==> config.mk <==
export PLATFORM = sky130hd
export DESIGN_NAME = a_n_rca
export DESIGN_NICKNAME = d
export VERILOG_FILES = /design/src/rtl/a_n_rca_pkg.sv /design/src/rtl/a_n_rca_full_adder.sv /design/src/rtl/a_n_rca.sv
export SDC_FILE = /design/constraint.sdc
export NUM_CORES = 1
export LEC_CHECK = 0
export CORE_AREA = 2 2 39 41
export DETAILED_ROUTE_END_ITERATION = 8
export DIE_AREA = 0 0 41 43
export DONT_BUFFER_PORTS = 1
export PLACE_DENSITY = 0.38
export SYNTH_ARGS = -nofsm -noshare
export SYNTH_HDL_FRONTEND = slang
export SYNTH_SLANG_ARGS = --single-unit
==> constraint.sdc <==
create_clock -name clk -period 0.8 [get_ports clk]
set_clock_uncertainty 0.15 [all_clocks]
set_input_delay 0.16 -clock clk [delete_from_list [all_inputs] [get_ports clk]]
set_output_delay 0.16 -clock clk [all_outputs]
set_load 0.005 [all_outputs]
==> src/rtl/a_n_rca_pkg.sv <==
// Shared constants for the ripple-carry adder slice.
package a_n_rca_pkg;
  localparam int unsigned N_DEFAULT = 4;
  localparam int unsigned N_MIN     = 1;
  localparam int unsigned N_MAX     = 64;
endpackage

==> src/rtl/a_n_rca_full_adder.sv <==
// One-bit full-adder cell; the building block of the ripple chain.
module full_adder
  import a_n_rca_pkg::*;
(
  input  logic a,
  input  logic b,
  input  logic c_in,
  output logic sum,
  output logic c_out
);
  logic prop_s;

  assign prop_s = a ^ b;
  assign sum    = prop_s ^ c_in;
  assign c_out  = (a & b) | (c_in & prop_s);
endmodule

==> src/rtl/a_n_rca.sv <==
// n-bit ripple-carry adder with the sum and carry-out registered every clock.
module a_n_rca
  import a_n_rca_pkg::*;
#(
  parameter int n = 4
) (
  input  logic         clk,
  input  logic         rst_n,
  input  logic [n-1:0] a,
  input  logic [n-1:0] b,
  input  logic         c_in,
  output logic [n-1:0] sum,
  output logic         c_out
);
  logic [n:0]   carry_s;
  logic [n-1:0] sum_s;

  assign carry_s[0] = c_in;

  // Strictly ripple: each cell waits on the carry of the one below it.
  for (genvar i = 0; i < n; i++) begin : g_cell
    full_adder u_fa (
      .a     (a[i]),
      .b     (b[i]),
      .c_in  (carry_s[i]),
      .sum   (sum_s[i]),
      .c_out (carry_s[i+1])
    );
  end

  // Result register: loads unconditionally each edge, cleared asynchronously.
  always_ff @(posedge clk or negedge rst_n) begin
    if (!rst_n) begin
      sum   <= {n{1'b0}};
      c_out <= 1'b0;
    end else begin
      sum   <= sum_s;
      c_out <= carry_s[n];
    end
  end
endmodule

Yosys cells after proc, flatten, opt, wreduce, memory -nomap -nowiden
Index checks and enable logic that the tools add are counted.
Operators by class
  bitwise logic cells: 20
Operators by type and width (count)
  1-bit bitwise AND: 8
  1-bit bitwise XOR: 8
  1-bit OR: 4
Word-level totals
  flip-flop bits (word level): 5
  bits of input ports: 11
  word-level logic and storage cells: 22
  output and inout bits: 5

Logic depth before layout (Yosys ltp)
Gate-level depths: netlist of the first run.
  depth after elaboration: 9
  gate-level depth with buffers: 8
  gate-level depth less buffers: 8

Cells and area by module
A second synthesis of the first run with hierarchy kept.
Unflattened totals
  cell total of the unflattened synthesis: 9
  area, all modules: 205.2 um^2
Modules (own cells, without submodules)
  a_n_rca: times used 1, sequential area each 125.1 um^2, area an instance 125.1 um^2, cells an instance 5
  full_adder: times used 4, sequential area each 0.0 um^2, area an instance 20.0 um^2, cells an instance 1

Worst setup path after synthesis of the first run
No wires, ideal clock.
  path type: input port to flip-flop
  start: input port a[0]
  end: register sum[3]
  path slack: -1067 ps
  cell stages on the path: 8
  data arrival time: 1653 ps
  library setup time: 64 ps
  buffers on the path: 0
  data required time: 586 ps
  cell sequence: inv_1 -> fa_1 -> inv_1 -> fa_1 -> fa_1 -> inv_1 -> fa_1 -> inv_1
Between the ends
  longest elaborated chain between the ends: 8
Ends and longest elaborated chain
  from (decl): RTL line a_n_rca.sv:9  | input logic [n-1:0] a,
  1-bit bitwise XOR: RTL line a_n_rca_full_adder.sv:13  | assign prop_s = a ^ b;
  1-bit bitwise AND: RTL line a_n_rca_full_adder.sv:15  | assign c_out = (a & b) | (c_in & prop_s);
  1-bit OR *: RTL line a_n_rca_full_adder.sv:15
  1-bit bitwise AND *: RTL line a_n_rca_full_adder.sv:15
  1-bit OR *: RTL line a_n_rca_full_adder.sv:15
  1-bit bitwise AND *: RTL line a_n_rca_full_adder.sv:15
  1-bit OR *: RTL line a_n_rca_full_adder.sv:15
  1-bit bitwise XOR *: RTL line a_n_rca_full_adder.sv:14  | assign sum = prop_s ^ c_in;
  net g_cell[3].u_fa.sum: RTL line a_n_rca_full_adder.sv:8  | output logic sum,
  to (signal assigned): RTL line a_n_rca.sv:34  | sum <= {n{1'b0}};
  to (signal assigned): RTL line a_n_rca.sv:37  | sum <= sum_s;
  to (decl): RTL line a_n_rca.sv:12  | output logic [n-1:0] sum,
The timed path passes the listed nets; every way through them passes the cells marked *.

Final worst setup path of the first run
Ends and elaborated chain as after synthesis.

==> qor.csv, run 1 <==
metric;value;unit
sw_frac_of_total;22.7;%
wl_per_cell;8.98;µm
globalRouteTotalUtil;5.26;%
outcome;finished with violations;
power;683;µW
synth_cell_type_count;3;
dp.cells;35;
grt_overflow;0;
tightestPinTransition;221;ps
io_buffers;0;
layoutNonFillerInstCount;40;
async_flop_share;100;%
drt_iter0_drc;0;
synth_top_area_cell;dfrtp_1;
core_area;0.00138;mm²
num-fill-cells;151;
htreeDepth;1;
cp-end-kind;flop;
p_int;528;µW
p_comb_share;12.4;%
ys.flop_type;dfrtp_1;
peakVddDrop;325;µV
clkPwrFrac;41.2;%
synth_fp_nets;34;
nNetsFinal;40;
grt_pass1_vias;161;
max_freq;633;MHz
p_seq_share;46.4;%
clockRootBuffer;clkbuf_4;
fp.dieH;43;µm
whs;-19.4;ps
netlist_top_cells_count;inv_1 (10), dfrtp_1 (5), fa_1 (4);
clk_pin_slew_worst_paths;40;ps
failed_checks;hold timing, setup timing;
wl;359;µm
powerDensity;1980;mW/mm²
cts_buffers;3;
crit_required;780;ps
syn_avg_cell_area;12.8;µm²
grt_max_degree;6;
firstDrtPassIters;1;
ant_nets;0;
ios;16;
finalSetupViolCount;9;
antenna_cells;0;
gp_congestion;0.551;
vias;127;
relSlewSlack;85.2;%
dieArea;0.00176;mm²
areaGrowthSynthToFinish;42.3;%
drive_above_1_share;58.3;%
syn_inst;19;
hold_path_depth;1;
rsz0062_at_grt;true;
start_util;17.5;%
synth_top_cell_area_share;51.5;%
startpoint_type;primary input;
setup_ws;-780;ps
yosys_warnings;0;
synth-seq-cells;5;
vias_per_cell;3.18;
synth_area_leaders;dfrtp_1 (52%), fa_1 (33%), inv_1 (15%);
rows;14;
p_switching;155;µW
cp_data_arrival_time;1560;ps
fin_util;25.0;%
cts.sink_count;5;
synth-seq-area-share;51.5;%
hold_buffers;1;
period_share;198;%
synth_most_common_cell;inv_1;
postCtsSetupRepairBufs;0;
die_x;41;µm
netlist_area;243;µm²
period_needed;1580;ps
power_leakage;0.000158;µW
slew_violations;0;
cts.path.max_buffers;2;
hold_viol;2;
cap_violations;0;
cts_tree;built;
path_class;in2reg;
grt_antenna_before_repair;0;
route.detailed.drc;0;
grt_pass1_wl;517;µm
synth_edf_count;0;
crit_path_max_fanout;1;
hp-class;in2reg;
[sequential cells by signal (all words and copies together), names as in the netlist]
register / flops
sum: 4
c_out: 1
[cell families (layout without fill, tap and decap cells)]
family	Yosys count	after routing	synth area share (%)
adder cells (fa/ha/maj)	4	4	33.0
flip-flops	5	5	51.5
buffers and inverters	10	15	15.5
[final timing paths]
path | slack, ps | endpoint | from
setup / recovery | -780 | sum[3]$_DFF_PN0_ | a[0]
hold / removal | -20 | sum[1]$_DFF_PN0_ | b[1]
max in group asynchronous | 250 | sum[0]$_DFF_PN0_ | rst_n
min in group asynchronous | 60 | sum[3]$_DFF_PN0_ | rst_n
[worst max-delay path, stage by stage]
cell       delay [ps]
clkinv_16          30
fa_2              370
inv_2              60
fa_2              180
fa_2              190
inv_2              40
fa_2              520
inv_2              30
[cell usage in the layout, fill, tap and decap left out, drive strengths merged]
| master | synthesis | routed |
|---|---|---|
| fa | 4 | 4 |
| clkbuf | 0 | 4 |
| dlygate4sd3 | 0 | 1 |
| inv | 10 | 9 |
| clkinv | 0 | 1 |
| dfrtp | 5 | 5 |
[timing repair]
item | CTS | global route
endpoints found under the hold margin | 7 | 2
setup endpoints to repair | 9 | 9
resized for setup | 0 | 6
[through the flow]
step	setup WS (ps)	area, µm²	setup TNS (ps)
after floorplan	-993	270	-3120
after global placement	-1030	290	-3270
after detailed placement	-1030	290	-3260
after CTS	-773	327	-2700
after global routing	-822	345	-2890
final	-780	345	-2660
[power by group through the flow]
stage / Combinational, µW / Clock, µW / Sequential, µW
6_report: 84.5 / 281 / 317
3_5_place_dp: 71.2 / 0 / 323
3_3_place_gp: 70.7 / 0 / 320
2_1_floorplan: 55.8 / 0 / 315
4_1_cts: 79.5 / 299 / 319
5_1_grt: 105 / 304 / 321
[final cells by class]
type	instances	area [µm²]	share of cell area, %
Multi-Input combinational cell	4	90.1	26.1
Inverter	10	73.8	21.4
Tap cell	16	20.0	5.80
Clock buffer	4	26.3	7.61
Sequential cell	5	125	36.2
Timing Repair Buffer	1	10.0	2.90
[layer usage]
metal	part of all wire, %	global-route usage, %	up-vias
li1	-	-	55
met1	32	4.61	62
met2	55	6.25	10
met3	13	0	0
met4	0	12.0	0
met5	0	0	-
Note: power is estimated with default switching activity, not from simulation.
==> run 2: changes to the inputs <==
--- a/config.mk
+++ b/config.mk
@@ -10,6 +10,7 @@
 export DIE_AREA = 0 0 41 43
 export DONT_BUFFER_PORTS = 1
 export PLACE_DENSITY = 0.38
+export SLEW_MARGIN = 15
 export SYNTH_ARGS = -nofsm -noshare
 export SYNTH_HDL_FRONTEND = slang
 export SYNTH_SLANG_ARGS = --single-unit
==> constraint.sdc (replaced) <==
create_clock -name clk -period 1.6 [get_ports clk]
set_clock_uncertainty 0.15 [all_clocks]
set_input_delay 0.32 -clock clk [delete_from_list [all_inputs] [get_ports clk]]
set_output_delay 0.32 -clock clk [all_outputs]
set_load 0.005 [all_outputs]
==> run 2 against run 1 <==
- the run ends with setup timing left
- sequential share of layout area grew 2.1 points
- routed wire length grew 0.56%
- clock power shrank 50%
- clock-buffer cell count is the same
- sequential power shrank 50%
- non-clock buffer count is the same
- setup slack gained 640 ps
- critical path depth is the same
- flip-flop and latch count is the same
- critical path type unchanged
- highest routed layer unchanged
==> qor.csv, run 2 (synthesis gave the netlist of run 1 again) <==
metric;value;unit;change
outcome;finished with violations;;
failed_checks;setup timing;;
power_leakage;0.000153;µW;-3.0%
cp-end-kind;flop;;
dieArea;0.00176;mm²;unchanged
vias;127;;unchanged
hold_viol;0;;-2
largestRegisters;sum x4, c_out x1;;
grt_antenna_before_repair;0;;unchanged
fp.dieH;43;µm;unchanged
final_common_cell;dfrtp_1;;
hp-class;in2reg;;
cp_data_arrival_time;1770;ps;+210 ps
io_buffers;0;;unchanged
regMostFlops;sum;;
htreeDepth;1;;unchanged
die_x;41;µm;unchanged
cts_tree;built;;
firstDrtPassIters;1;;unchanged
drive_above_1_share;54.2;%;-4.2 points
tightestPinTransition;221;ps;unchanged
period_share;109;%;
wl_per_cell;9.03;µm;+0.56%
rows;14;;unchanged
slew_violations;0;;unchanged
wl;361;µm;+0.56%
startpoint_type;primary input;;
crit_path_max_fanout;1;;unchanged
grt_max_degree;6;;unchanged
grt_pass1_vias;161;;unchanged
clk_pin_slew_worst_paths;40;ps;about the same
final_cell_mix;dfrtp_1 (5), inv_1 (4), inv_2 (4), fa_2 (4), clkbuf_4 (3);;
grt_pass1_wl;517;µm;unchanged
gp_congestion;0.551;;unchanged
relSlewSlack;85.2;%;unchanged
fin_util;23.6;%;-1.4 points
rsz0062_at_grt;true;;
ant_nets;0;;unchanged
route.detailed.drc;0;;unchanged
cts.path.max_buffers;2;;unchanged
core_area;0.00138;mm²;unchanged
peakVddDrop;161;µV;-50%
path_class;in2reg;;
cap_violations;0;;unchanged
period_needed;1740;ps;
clockRootBuffer;clkbuf_4;;
globalRouteTotalUtil;5.26;%;unchanged
grt_overflow;0;;unchanged
ios;16;;unchanged
setup_ws;-140;ps;+640 ps
nNetsFinal;40;;unchanged
start_util;17.5;%;unchanged
max_freq;575;MHz;
largest_reg_flops;4;;unchanged
antenna_cells;0;;unchanged
crit_required;1630;ps;+850 ps
cts.sink_count;5;;unchanged
powerDensity;1040;mW/mm²;-48%
finalSetupViolCount;1;;-8
drt_iter0_drc;0;;unchanged
dp_worst_setup_slack;-387;ps;+640 ps
areaGrowthSynthToFinish;34.5;%;
vias_per_cell;3.18;;unchanged
cts_buffers;3;;unchanged
==> run 2: changes by cell type in the layout (fill, tap and decap cells not counted) <==
cell,previous run,this run
inv_8,1,0
inv_1,3,4
clkinv_16,1,0
inv_4,1,0
inv_6,0,1
inv_12,0,1
==> run 2: repair_timing <==
action                                  4_1_cts  5_1_grt
setup buffers                                 0        0
gates resized for setup                       0        1
gates cloned                                  0        0
endpoints found under the setup margin        1        1
hold buffers                                  1        0
hold endpoints to repair                      5        0
==> run 2: area by class of cell <==
class                           instances  area [µm²]
Multi-Input combinational cell          4        90.1
Inverter                               10        55.1
Sequential cell                         5         125
Fill cell                             154        1060
Tap cell                               16        20.0
Clock buffer                            4        26.3
Timing Repair Buffer                    1        10.0
==> run 2: final timing paths <==
check / slack, ps / to / cells past startpoint / start
min: 140 / sum[1]$_DFF_PN0_ / 1 / b[1]
max in group asynchronous: 890 / sum[0]$_DFF_PN0_ / 1 / rst_n
min in group asynchronous: 220 / sum[3]$_DFF_PN0_ / 1 / rst_n
max: -140 / sum[3]$_DFF_PN0_ / 8 / a[0]
==> run 2: power breakdown <==
| group | total (µW) | internal [µW] | switching [µW] |
|---|---|---|---|
| logic | 39.1 | 19.7 | 19.4 |
| clock network | 141 | 94.0 | 46.7 |
| registers | 158 | 148 | 10.7 |
==> run 2: stage by stage <==
step,hold slack [ps],total power [µW],instances,cell area [µm²],TNS (ps)
2_1_floorplan,-126,186,19,270,-515
3_3_place_gp,-125,195,35,290,-622
3_5_place_dp,-125,197,35,290,-631
4_1_cts,134,349,40,327,-133
5_1_grt,138,362,40,327,-184
6_report,140,338,40,327,-140
==> run 2: layer usage <==
metal	GRT usage (%)	wire, µm	vias to the layer above	part of all wire, %
met1	4.61	116	61	32
met5	0	0	-	0
met4	12.0	0	0	0
li1	-	-	56	-
met3	0	46	0	13
met2	6.25	197	10	55
==> run 2: worst max-delay path: stages <==
cell and delay, ps:
inv_12 30, fa_2 180, inv_2 30, fa_2 330
fa_2 340, inv_2 60, fa_2 420, inv_2 50
==> run 3: changes to the inputs <==
--- a/config.mk
+++ b/config.mk
@@ -5,11 +5,13 @@
 export SDC_FILE = /design/constraint.sdc
 export NUM_CORES = 1
 export LEC_CHECK = 0
+export CELL_PAD_IN_SITES_DETAIL_PLACEMENT = 0
+export CELL_PAD_IN_SITES_GLOBAL_PLACEMENT = 2
 export CORE_AREA = 2 2 39 41
 export DETAILED_ROUTE_END_ITERATION = 8
 export DIE_AREA = 0 0 41 43
 export DONT_BUFFER_PORTS = 1
-export PLACE_DENSITY = 0.38
+export PLACE_DENSITY = 0.52
 export SLEW_MARGIN = 15
 export SYNTH_ARGS = -nofsm -noshare
 export SYNTH_HDL_FRONTEND = slang
==> run 3 against run 2 <==
- the run still ends with setup timing left
- sequential share of layout area unchanged
- final area unchanged
- maximum frequency up 0.18%
- via count up 9.4%
- critical path type unchanged
- critical endpoint unchanged
==> qor.csv, run 3 (synthesis gave the netlist of run 1 again) <==
metric;value;unit;change
critPathSlowestCell;fa_2;;
outcome;finished with violations;;
p_switching;78.8;µW;+2.6%
ios;16;;unchanged
fp.dieH;43;µm;unchanged
cap_violations;0;;unchanged
p_comb_share;11.7;%;about the same
grt_pass1_wl;600;µm;+16%
largest_reg_flops;4;;unchanged
hpwl;359;µm;
core_area;0.00138;mm²;unchanged
gp_congestion;0.575;;+4.5%
globalRouteTotalUtil;5.66;%;+0.40 points
die_x;41;µm;unchanged
start_util;17.5;%;unchanged
peakVddDrop;151;µV;-6.2%
rows;14;;unchanged
ant_nets;0;;unchanged
hp-class;in2reg;;
crit_required;1630;ps;about the same
num-fill-cells;147;;-4.5%
max_freq;576;MHz;+0.18%
clockRootBuffer;clkbuf_4;;
relSlewSlack;85.5;%;+0.22 points
hold_viol;0;;unchanged
critical_path.cell_chain;inv_12, fa_2, inv_2, fa_2, fa_2, inv_2, fa_2, inv_2;;
path_delay_family;adder cells;;
p_int;262;µW;+0.22%
wl_per_cell;9.78;µm;+8.3%
tightestPinTransition;217;ps;-3.24 ps
period_needed;1740;ps;-3.05 ps
sw_frac_of_total;23.1;%;+0.42 points
nNetsFinal;40;;unchanged
cts.sink_count;5;;unchanged
layoutNonFillerInstCount;40;;unchanged
vias;139;;+9.4%
cp_num_buf_inv;4;;unchanged
grt_max_degree;6;;unchanged
dp_worst_setup_slack;-387;ps;+0.240 ps
cts.path.max_buffers;2;;unchanged
route.detailed.drc;0;;unchanged
cts_tree;built;;
path_class;in2reg;;
worstHoldEndpoint;sum[1]$_DFF_PN0_;;
clk_pin_slew_worst_paths;40;ps;about the same
setup_ws;-137;ps;+3.05 ps
rsz0062_at_grt;true;;
areaGrowthSynthToFinish;34.5;%;unchanged
antenna_cells;0;;unchanged
grt_antenna_before_repair;0;;unchanged
firstDrtPassIters;1;;unchanged
drt_iter0_drc;0;;unchanged
htreeDepth;1;;unchanged
regMostFlops;sum;;
finalSetupViolCount;1;;unchanged
period_share;109;%;-0.19 points
hold_path_depth;1;;unchanged
cts_buffers;3;;unchanged
fin_util;23.6;%;unchanged
power_leakage;0.000153;µW;unchanged
cpPeakStageDelay;420;ps;about the same
crit_path_max_fanout;1;;unchanged
cp-end-kind;flop;;
grt_overflow;0;;unchanged
vias_per_cell;3.48;;+9.4%
crit_top_cell;fa_2;;
failed_checks;setup timing;;
startpoint_type;primary input;;
largestRegisters;sum x4, c_out x1;;
postCtsSetupRepairBufs;0;;unchanged
cp_data_arrival_time;1770;ps;about the same
wl;391;µm;+8.3%
clkPwrFrac;41.8;%;+0.2 points
dp.cells;35;;unchanged
slew_violations;0;;unchanged
p_seq_share;46.5;%;-0.3 points
grt_pass1_vias;180;;+12%
hp-start;b[1];;
powerDensity;1040;mW/mm²;+0.77%
final_common_cell;dfrtp_1;;
drive_above_1_share;54.2;%;unchanged
final_cell_mix;dfrtp_1 (5), inv_1 (4), inv_2 (4), fa_2 (4), clkbuf_4 (3);;
dieArea;0.00176;mm²;unchanged
io_buffers;0;;unchanged
## run 3: power groups by stage
stage / Sequential [µW] / Clock, µW / Combinational, µW
3_5_place_dp: 162 / 0 / 36.8
2_1_floorplan: 158 / 0 / 27.9
4_1_cts: 160 / 151 / 41.0
6_report: 159 / 142 / 39.9
3_3_place_gp: 160 / 0 / 35.7
5_1_grt: 162 / 152 / 50.7
## run 3: layout make-up
type	count	area, µm²	area share, %
Clock buffer	4	26.3	8.05
Inverter	10	55.1	16.9
Sequential cell	5	125	38.3
Timing Repair Buffer	1	10.0	3.07
Tap cell	16	20.0	6.13
Multi-Input combinational cell	4	90.1	27.6
## run 3: routing by layer
metal  vias up  global-route usage (%)  wire [µm]
met4         0                    10.0         15
met1        69                    4.28        129
li1         56                       -          -
met5         -                       0          0
met2        12                    8.75        209
met3         2                       0         37
## run 3: what timing repair did
action,CTS,global route
hold buffers,1,0
hold endpoints to repair,5,0
setup endpoints to repair,1,1
resized for setup,0,1
## run 3: worst max path at each step
stage	from	slack, ps	cells after the start	end
detailed placement	a[0]	-390	8	sum[3]$_DFF_PN0_
CTS	a[0]	-130	8	sum[3]$_DFF_PN0_
global route	a[0]	-200	8	sum[3]$_DFF_PN0_
global placement	a[0]	-390	8	sum[3]$_DFF_PN0_
floorplan	a[0]	-350	8	sum[3]$_DFF_PN0_
finish	a[0]	-140	8	sum[3]$_DFF_PN0_
## run 3: through the flow
step           setup TNS (ps)  hold slack, ps  instance area (µm²)  total power, µW
5_1_grt                  -202             148                  327              364
3_3_place_gp             -621            -125                  290              195
3_5_place_dp             -627            -125                  290              199
2_1_floorplan            -515            -126                  270              186
4_1_cts                  -132             145                  327              351
6_report                 -137             147                  327              341
